<file path="config.mk">
export PLATFORM = sky130hd
export DESIGN_NAME = muldiv_req_flat
export DESIGN_NICKNAME = d
export VERILOG_FILES = /design/src/rtl/muldiv_pkg.sv /design/src/rtl/muldiv_req_if.sv /design/src/rtl/muldiv_div0_fix.sv /design/src/rtl/muldiv_req.sv /design/src/flat_wrapper.sv
export SDC_FILE = /design/constraint.sdc
export NUM_CORES = 1
export LEC_CHECK = 0
export ABC_CLOCK_PERIOD_IN_PS = 1890
export BUFFER_PORTS_ARGS = -buffer_cell sky130_fd_sc_hd__buf_2
export CORE_AREA = 2 2 159 161
export CTS_BUF_LIST = sky130_fd_sc_hd__clkbuf_8
export CTS_CLUSTER_DIAMETER = 80
export DETAILED_ROUTE_END_ITERATION = 7
export DIE_AREA = 0 0 161 163
export PLACE_DENSITY = 0.66
export SLEW_MARGIN = 10
export SYNTH_ARGS = -nofsm -noshare
export SYNTH_HDL_FRONTEND = slang
export SYNTH_SLANG_ARGS = --single-unit
</file>
<file path="constraint.sdc">
create_clock -name clk -period 1.89 [get_ports clk]
set_input_delay 0.0945 -clock clk [delete_from_list [all_inputs] [get_ports clk]]
set_output_delay 0.0945 -clock clk [all_outputs]
set_load 0.02 [all_outputs]
</file>
<file path="src/rtl/muldiv_pkg.sv">
// ============================================================================
// muldiv_pkg : op-codes, default op width and FSM encoding for muldiv_req
// Revision   : 1.0
// ============================================================================
`default_nettype none

package muldiv_pkg;

  localparam int OPW = 4;

  localparam logic [OPW-1:0] OP_MUL    = 4'd0;
  localparam logic [OPW-1:0] OP_MULH   = 4'd1;
  localparam logic [OPW-1:0] OP_MULHSU = 4'd2;
  localparam logic [OPW-1:0] OP_MULHU  = 4'd3;
  localparam logic [OPW-1:0] OP_DIV    = 4'd4;
  localparam logic [OPW-1:0] OP_DIVU   = 4'd5;
  localparam logic [OPW-1:0] OP_REM    = 4'd6;
  localparam logic [OPW-1:0] OP_REMU   = 4'd7;

  typedef enum logic [1:0] {
    IDLE  = 2'd0,
    BUSY  = 2'd1,
    DRAIN = 2'd2,
    DONE  = 2'd3
  } md_state_e;

endpackage

`default_nettype wire

</file>
<file path="src/rtl/muldiv_req_if.sv">
// ============================================================================
// muldiv_req_if : request/response link between muldiv_req and the MULDIV unit
// Revision      : 1.0
// ============================================================================
`default_nettype none

interface muldiv_req_if #(
  parameter int XLEN = 64,
  parameter int OPW  = muldiv_pkg::OPW
);

  logic            md_en;
  logic [OPW-1:0]  md_op;
  logic [XLEN-1:0] md_rs1;
  logic [XLEN-1:0] md_rs2;
  logic            md_ready;
  logic            md_valid;
  logic [XLEN-1:0] md_result;

  modport master (
    output md_en, md_op, md_rs1, md_rs2,
    input  md_ready, md_valid, md_result
  );

  modport slave (
    input  md_en, md_op, md_rs1, md_rs2,
    output md_ready, md_valid, md_result
  );

endinterface

`default_nettype wire

</file>
<file path="src/rtl/muldiv_div0_fix.sv">
// ============================================================================
// muldiv_div0_fix : divide-by-zero result generator (MULDIV_DIV0_BYPASS_EN)
// Revision        : 1.0
// ============================================================================
`default_nettype none

`ifdef MULDIV_DIV0_BYPASS_EN
module muldiv_div0_fix
  import muldiv_pkg::*;
#(
  parameter int XLEN = 64,
  parameter int OPW  = muldiv_pkg::OPW
) (
  input  wire logic [OPW-1:0]  op_i,
  input  wire logic [XLEN-1:0] rs1_i,
  output logic                 is_div_o,
  output logic [XLEN-1:0]      result_o
);

  logic w_is_quot;
  logic w_is_rem;

  assign w_is_quot = (op_i == OPW'(OP_DIV)) || (op_i == OPW'(OP_DIVU));
  assign w_is_rem  = (op_i == OPW'(OP_REM)) || (op_i == OPW'(OP_REMU));
  assign is_div_o  = w_is_quot | w_is_rem;

  // Quotient by zero is all-ones; remainder by zero is the dividend.
  assign result_o  = w_is_quot ? {XLEN{1'b1}} : rs1_i;

endmodule
`endif

`default_nettype wire

</file>
<file path="src/rtl/muldiv_req.sv">
// ============================================================================
// muldiv_req : EX-stage request sequencer for an external MULDIV unit.
//              Optional div-by-zero bypass under MULDIV_DIV0_BYPASS_EN.
// Revision   : 1.0
// ============================================================================
`default_nettype none

module muldiv_req
  import muldiv_pkg::*;
#(
  parameter int XLEN = 64,
  parameter int OPW  = muldiv_pkg::OPW
) (
  input  wire logic            clk,
  input  wire logic            rst,

  input  wire logic            req_valid_i,
  input  wire logic [OPW-1:0]  req_op_i,
  input  wire logic [XLEN-1:0] req_rs1_i,
  input  wire logic [XLEN-1:0] req_rs2_i,
  input  wire logic [4:0]      req_rd_i,
  input  wire logic            flush_i,
  output logic                 stall_o,

  muldiv_req_if.master         md,

  output logic                 wb_valid_o,
  output logic [4:0]           wb_rd_o,
  output logic [XLEN-1:0]      wb_data_o
);

  md_state_e       state_q, state_d;
  logic [OPW-1:0]  op_q;
  logic [XLEN-1:0] rs1_q, rs2_q;
  logic [4:0]      rd_q;
  logic [4:0]      wb_rd_q, wb_rd_d;
  logic [XLEN-1:0] wb_data_q, wb_data_d;
  logic            wb_load;

  logic            w_md_en;
  logic            w_accept;
  logic            w_bypass;
  logic            w_complete;
  logic [XLEN-1:0] w_div0_result;

  assign w_md_en    = (state_q == BUSY) || (state_q == DRAIN);
  assign w_accept   = (state_q == IDLE) && req_valid_i && !flush_i;
  assign w_complete = w_md_en && md.md_ready && md.md_valid;

`ifdef MULDIV_DIV0_BYPASS_EN
  logic w_is_div;

  muldiv_div0_fix #(
    .XLEN (XLEN),
    .OPW  (OPW)
  ) u_div0_fix (
    .op_i     (req_op_i),
    .rs1_i    (req_rs1_i),
    .is_div_o (w_is_div),
    .result_o (w_div0_result)
  );

  assign w_bypass = w_accept && w_is_div && (req_rs2_i == '0);
`else
  assign w_bypass      = 1'b0;
  assign w_div0_result = '0;
`endif

  always_comb begin
    state_d   = state_q;
    wb_load   = 1'b0;
    wb_rd_d   = wb_rd_q;
    wb_data_d = wb_data_q;
    case (state_q)
      IDLE: begin
        if (w_bypass) begin
          state_d   = DONE;
          wb_load   = 1'b1;
          wb_rd_d   = req_rd_i;
          wb_data_d = w_div0_result;
        end else if (w_accept) begin
          state_d = BUSY;
        end
      end
      BUSY: begin
        // A flush always beats a same-cycle completion; the result is dropped.
        if (flush_i) begin
          state_d = w_complete ? IDLE : DRAIN;
        end else if (w_complete) begin
          state_d   = DONE;
          wb_load   = 1'b1;
          wb_rd_d   = rd_q;
          wb_data_d = md.md_result;
        end
      end
      DRAIN: begin
        if (w_complete) begin
          state_d = IDLE;
        end
      end
      DONE: begin
        state_d = IDLE;
      end
      default: begin
        state_d = IDLE;
      end
    endcase
  end

  always_ff @(posedge clk) begin
    if (!rst) begin
      state_q   <= IDLE;
      op_q      <= '0;
      rs1_q     <= '0;
      rs2_q     <= '0;
      rd_q      <= '0;
      wb_rd_q   <= '0;
      wb_data_q <= '0;
    end else begin
      state_q <= state_d;
      if (w_accept && !w_bypass) begin
        op_q  <= req_op_i;
        rs1_q <= req_rs1_i;
        rs2_q <= req_rs2_i;
        rd_q  <= req_rd_i;
      end
      if (wb_load) begin
        wb_rd_q   <= wb_rd_d;
        wb_data_q <= wb_data_d;
      end
    end
  end

  assign md.md_en  = w_md_en;
  assign md.md_op  = op_q;
  assign md.md_rs1 = rs1_q;
  assign md.md_rs2 = rs2_q;

  assign stall_o    = ((state_q == IDLE) && req_valid_i) || w_md_en;
  assign wb_valid_o = (state_q == DONE) && !flush_i;
  assign wb_rd_o    = wb_rd_q;
  assign wb_data_o  = wb_data_q;

endmodule

`default_nettype wire

</file>
<file path="src/flat_wrapper.sv">
// flat-port wrapper written by rule: the top's interface ports become plain ports
module muldiv_req_flat import muldiv_pkg::*;
#(
  parameter int XLEN = 64,
  parameter int OPW  = muldiv_pkg::OPW
)
  (clk, rst, req_valid_i, req_op_i, req_rs1_i, req_rs2_i, req_rd_i, flush_i, stall_o, wb_valid_o, wb_rd_o, wb_data_o, md_md_en, md_md_op, md_md_rs1, md_md_rs2, md_md_ready, md_md_valid, md_md_result);
  muldiv_req_if #(.XLEN(XLEN), .OPW(OPW)) md_i ();
  input  wire logic clk;
  input  wire logic rst;
  input  wire logic req_valid_i;
  input  wire logic [OPW-1:0] req_op_i;
  input  wire logic [XLEN-1:0] req_rs1_i;
  input  wire logic [XLEN-1:0] req_rs2_i;
  input  wire logic [4:0] req_rd_i;
  input  wire logic flush_i;
  output logic stall_o;
  output logic wb_valid_o;
  output logic [4:0] wb_rd_o;
  output logic [XLEN-1:0] wb_data_o;
  output wire logic [$bits(md_i.md_en)-1:0] md_md_en;
  output wire logic [$bits(md_i.md_op)-1:0] md_md_op;
  output wire logic [$bits(md_i.md_rs1)-1:0] md_md_rs1;
  output wire logic [$bits(md_i.md_rs2)-1:0] md_md_rs2;
  input wire logic [$bits(md_i.md_ready)-1:0] md_md_ready;
  input wire logic [$bits(md_i.md_valid)-1:0] md_md_valid;
  input wire logic [$bits(md_i.md_result)-1:0] md_md_result;
  assign md_md_en = md_i.md_en;
  assign md_md_op = md_i.md_op;
  assign md_md_rs1 = md_i.md_rs1;
  assign md_md_rs2 = md_i.md_rs2;
  assign md_i.md_ready = md_md_ready;
  assign md_i.md_valid = md_md_valid;
  assign md_i.md_result = md_md_result;
  muldiv_req #(.XLEN(XLEN), .OPW(OPW)) u_core (.clk(clk), .rst(rst), .req_valid_i(req_valid_i), .req_op_i(req_op_i), .req_rs1_i(req_rs1_i), .req_rs2_i(req_rs2_i), .req_rd_i(req_rd_i), .flush_i(flush_i), .stall_o(stall_o), .md(md_i), .wb_valid_o(wb_valid_o), .wb_rd_o(wb_rd_o), .wb_data_o(wb_data_o));
endmodule
</file>
### After elaboration in Yosys (flattened, before gate mapping)

Cells that the tools add are included.

| storage, ports and cells | value |
|---|---|
| bits in registers | 208 |

| operators by class | value |
|---|---|
| multiplexer cells | 9 |
| equal/unequal tests | 6 |
| bitwise logic cells | 1 |
| reductions and logical operators | 11 |

Operators by type and width:

| operator | number |
|---|---|
| $mux 2 | 5 |
| $pmux 2 s4 | 1 |
| $logic_and 1x1->1 | 5 |
| $eq 2x2->1 const B | 2 |
| $ne 2x1->1 const B | 2 |
| $reduce_and 4->1 | 1 |
| $mux 1 | 3 |
| $ne 3x2->1 const B | 1 |
| $reduce_and 3->1 | 1 |
| $eq 2x1->1 const B | 1 |
| $logic_not 2->1 | 1 |
| $logic_or 1x1->1 | 2 |
| $logic_not 1->1 | 1 |
| $not 1->1 | 1 |

### Logic depth before layout (Yosys ltp)

| depth | value |
|---|---|
| word-level depth | 8 |
| depth in mapped cells | 9 |

### Least setup slack after synthesis

No wires, ideal clock.

| timing path | value |
|---|---|
| kind | register to register |
| from | reg u_core.state_q[0] |
| to | reg u_core.wb_data_q[18] (netlist: u_core.wb_data_o[18]) |
| slack | 0.142 ns |
| required time | 1.772 ns |
| library setup time | 0.118 ns |
| cell stages (with the launch flop) | 10 |
| arrival | 1.630 ns |
| period minus slack after synthesis | 1.748 ns |
| path buffers | 3 |
| cells stage by stage | dfxtp_1 > inv_1 > ha_1 > nand3_1 > nand2b_1 > buf_4 > buf_6 > buf_4 > nand2_1 > a21boi_2 |

| on the way | value |
|---|---|
| longest elaborated chain between the ends | 8 |
| elaborated cells on any way between the ends | 9 |
| those cells by class | eq/ne (2); mux (3); reduce/logical (4) |

Ends and longest elaborated chain:

| element | line | text |
|---|---|---|
| from (decl) | muldiv_req.sv:32 | `md_state_e state_q, state_d;` |
| from (signal assigned) | muldiv_req.sv:120 | `state_q <= state_d;` |
| $eq 2x1->1 / $eq 2x2->1 (equally long branches) | muldiv_req.sv:46 | `assign w_md_en = (state_q == BUSY) \|\| (state_q == DRAIN);` |
| $logic_or 1x1->1 * | muldiv_req.sv:46 |  |
| via md_md_en | flat_wrapper.sv:21 | `output wire logic [$bits(md_i.md_en)-1:0] md_md_en;` |
| $logic_and 1x1->1 * (2 in a row) | muldiv_req.sv:48 | `assign w_complete = w_md_en && md.md_ready && md.md_valid;` |
| $mux 1 | muldiv_req.sv:89 | `end else if (w_complete) begin` |
| $mux 1 | muldiv_req.sv:87 | `if (flush_i) begin` |
| $mux 1 | n/a |  |
| $reduce_and 4->1 (no source line) * | n/a |  |
| to (signal assigned) | muldiv_req.sv:129 | `wb_data_q <= wb_data_d;` |
| to (decl) | muldiv_req.sv:37 | `logic [XLEN-1:0] wb_data_q, wb_data_d;` |

The timed path passes the listed nets; every way through them passes the cells marked *.
A chain may end at the register's enable or synchronous reset.

### Worst setup path in the final report

| timing path | value |
|---|---|
| from | reg u_core.state_q[0] |
| to | reg u_core.wb_data_q[57] (netlist: u_core.wb_data_o[57]) |

| on the way | value |
|---|---|
| longest elaborated chain between the ends | 8 |
| elaborated cells on any way between the ends | 9 |
| those cells by class | eq/ne (2); mux (3); reduce/logical (4) |

Ends and longest elaborated chain:

| element | line |
|---|---|
| $eq 2x1->1 / $eq 2x2->1 (equally long branches) | muldiv_req.sv:46, muldiv_req.sv:74 |
| $logic_or 1x1->1 | muldiv_req.sv:46 |
| $logic_and 1x1->1 (2 in a row) | muldiv_req.sv:48 |
| $mux 1 | muldiv_req.sv:89 |
| $mux 1 | muldiv_req.sv:87 |
| $mux 1 | n/a |
| $reduce_and 4->1 (no source line) * | n/a |

Every way passes the cells marked *; elsewhere a longest branch is shown, timed or not.

==> impl_metrics.env <==
export IMPL_dieHeight_um=163
export IMPL_async_flop_share_pct=0
export IMPL_fin_crit_sh_pct=92.8
export IMPL_postRouteAntennaNets=0
export IMPL_vias=8570
export IMPL_clkTransAtPathRegs_ps=60
export IMPL_start_util_pct=32.3
export IMPL_wl_met1_um=10800
export IMPL_drive_gt1_share_pct=32.6
export IMPL_clock_path_buffers=3
export IMPL_timing_final_ws_setup_ps=136
export IMPL_fin_skew_ps=8.30
export IMPL_max_freq_mhz=570
export IMPL_drc=0
export IMPL_track_usage_pct=19.2
export IMPL_slew_headroom_pct=69.1
export IMPL_power_density_nw_per_um2=881
export IMPL_ioPinCount=411
export IMPL_netlist_top_cells_count="417 x nand2_1, 208 x dfxtp_1, 142 x a21boi_0"
export IMPL_area_growth_pct=64.4
export IMPL_core_area_um2=24700
export IMPL_grt_setup_unrepaired="no"
export IMPL_slowest_delay_ps=360
export IMPL_dr_wl_met3_um=2060
export IMPL_pre_cts_slack_ps=43.8
export IMPL_p_leak_nw=5.92
export IMPL_synth_most_common_cell="nand2_1"
export IMPL_synthMuxAreaShare_pct=0.251
export IMPL_synthCells=921
export IMPL_antenna_found_initial=0
export IMPL_grt_pass1_vias=8398
export IMPL_worstSetupStartpointType="flip-flop"
export IMPL_drv_slew=0
export IMPL_fin_crit_ps=1750
export IMPL_routed_wl_um=27600
export IMPL_final_util_pct=53.2
export IMPL_dieArea_um2=26200
export IMPL_crit_type="flip-flop to flip-flop"
export IMPL_max_cap_viol_count=0
export IMPL_synth_edf_count=0
export IMPL_routed_via_density=4.54
export IMPL_fillers=2175
export IMPL_finalHoldViolCount=0
export IMPL_fin_nets=1744
export IMPL_diodes=0
export IMPL_wl_met2_um=13400
export IMPL_yosys_area_top_type_share_pct=52.2
export IMPL_path_max_fanout=18
export IMPL_end_kind="flip-flop"
export IMPL_grt_max_degree=70
export IMPL_synthSimpleGateAreaFrac_pct=20.7
export IMPL_regArea_um2=4170
export IMPL_highest_layer="met4"
export IMPL_cp_slowest_cell="and2b_4"
export IMPL_dpl_cell_area_um2=10200
export IMPL_synthAdderAreaFrac_pct=0.627
export IMPL_synth_top_cell_by_area="dfxtp_1"
export IMPL_cts_tree="built"
export IMPL_dpl_hpwl_um=16500
export IMPL_min_path_type="input port to flip-flop"
export IMPL_drtIter0Drc=504
export IMPL_stdcell_area_um2=13100
export IMPL_ys_types=24
export IMPL_cts_made_buffers=37
export IMPL_drt_pass1_iter_count=5
export IMPL_clkSinkCount=208
export IMPL_grt_ovfl_total=0
export IMPL_die_w_um=161
export IMPL_synth_xor_area_share_pct=0
export IMPL_port_buffers=410
export IMPL_outcome="completed"
export IMPL_htree_levels=2
export IMPL_place_congestion=0.804
export IMPL_synth_area_leaders="dfxtp_1 52%, nand2_1 20%, a21boi_0 13%"
export IMPL_num_rows=58
export IMPL_synth_compound_area_share_pct=20.0
export IMPL_setup_violations=0
export IMPL_setup_tns_ps=0
export IMPL_clk_latency_ps=510
export IMPL_synth_warnings=0
export IMPL_ys_ff_latch=208
export IMPL_synth_area_um2=7980
export IMPL_required_ps=2300
export IMPL_grt_pass1_wl_um=41400
export IMPL_worstMarginPinSlew_ps=464
export IMPL_syn_avg_cell_area_um2=8.66
export IMPL_root_buffer="clkbuf_8"
export IMPL_yosysSeqAreaShare_pct=52.2
export IMPL_multiInputGateArea_um2=3340
export IMPL_routedWlPerCell_um=14.6
export IMPL_ys_flop_type="dfxtp_1"
export IMPL_ir_drop_v=0.000490
export IMPL_path_cells="inv_1 -> ha_4 -> nand3_1 -> and2b_4 -> buf_12 -> nand2_1 -> a21boi_0"
export IMPL_critPathArrivalTime_ps=2160
export IMPL_synth_top_family_by_area="simple AND/OR/NAND/NOR gates"
export IMPL_synth_nets=1132
[registers in the layout (all words and copies together), names as in the netlist]
signal            flops
u_core.md.md_op       4
u_core.rd_q           5
u_core.state_q        2
u_core.wb_data_o     64
u_core.md.md_rs1     64
u_core.wb_rd_o        5
u_core.md.md_rs2     64
[metrics by stage]
stage | std cells | total power, mW | hold slack (ps)
floorplan | 921 | 6.37 | 229
global placement | 1615 | 7.11 | 333
detailed placement | 1615 | 7.15 | 339
CTS | 1880 | 11.6 | 51.6
global route | 1886 | 12.1 | 71.2
finish | 1886 | 11.6 | 77.5
[per-layer routing]
metal  up-vias  track usage, %
met3       116            5.19
met5         -               0
met1      3895            21.3
met2       385            33.5
met4         0            10.3
li1       4174               -
[final timing paths]
check                          from                    to  slack, ps  cells after the start
setup reg to reg  u_core.state_q[0]  u_core.wb_data_o[57]        140                      7
setup / recovery  u_core.state_q[0]  u_core.wb_data_o[57]        140                      7
hold reg to reg      u_core.rd_q[4]     u_core.wb_rd_o[4]        440                      2
hold / removal                  rst  u_core.md.md_rs2[23]         80                      2
[cells in the final DEF (no fill, tap or decap), drive strengths merged, types with 2 or more instances in the layout]
master       netlist  routed
buf               47     436
nand2            417     417
dfxtp            208     208
a21boi           206     206
dlygate4sd3        0     203
clkbuf            22      52
inv                2      14
ha                 4       4
nand3              2       2
o21ai              2       2
mux2i              2       2
nand2b             2       2
nor2b              2       2
[layout make-up]
| type | count | share of cell area (%) |
|---|---|---|
| timing repair buffer | 642 | 34.0 |
| clock buffer | 49 | 5.14 |
| tap | 330 | 3.15 |
| sequential | 208 | 31.8 |
| inverter | 2 | 0.0572 |
| clock inverter | 13 | 0.401 |
| multi-input combinational | 642 | 25.5 |
[critical path, delay by kind of cell, from the launching register on]
kind	cells	cell delay, ps
AND/OR/NAND/NOR	3	520
adder cells (fa/ha/maj)	1	290
buffers and inverters	2	270
flip-flops	1	350
AO/OA/AOI/OAI	1	210
[timing repair]
item,CTS,global route
endpoints found under the hold margin,202,0
hold buffers,203,0
gates resized for setup,0,7
buffers inserted,0,1
endpoints found under the setup margin,0,86
[power breakdown]
| group | switching [mW] | leakage, nW | total [mW] | internal (mW) |
|---|---|---|---|---|
| registers | 0.164 | 1.69 | 4.90 | 4.73 |
| clock network | 1.78 | 0.416 | 4.07 | 2.29 |
| logic | 1.46 | 3.82 | 2.60 | 1.14 |
[kinds of logic (layout without fill, tap and decap cells)]
kind of cell | count (synthesis) | after routing
buffers and inverters | 71 | 706
AO/OA/AOI/OAI | 208 | 208
multiplexers | 2 | 2
adder cells (fa/ha/maj) | 4 | 4
AND/OR/NAND/NOR | 428 | 428
flip-flops | 208 | 208
Note: power is estimated with default switching activity, not from simulation.
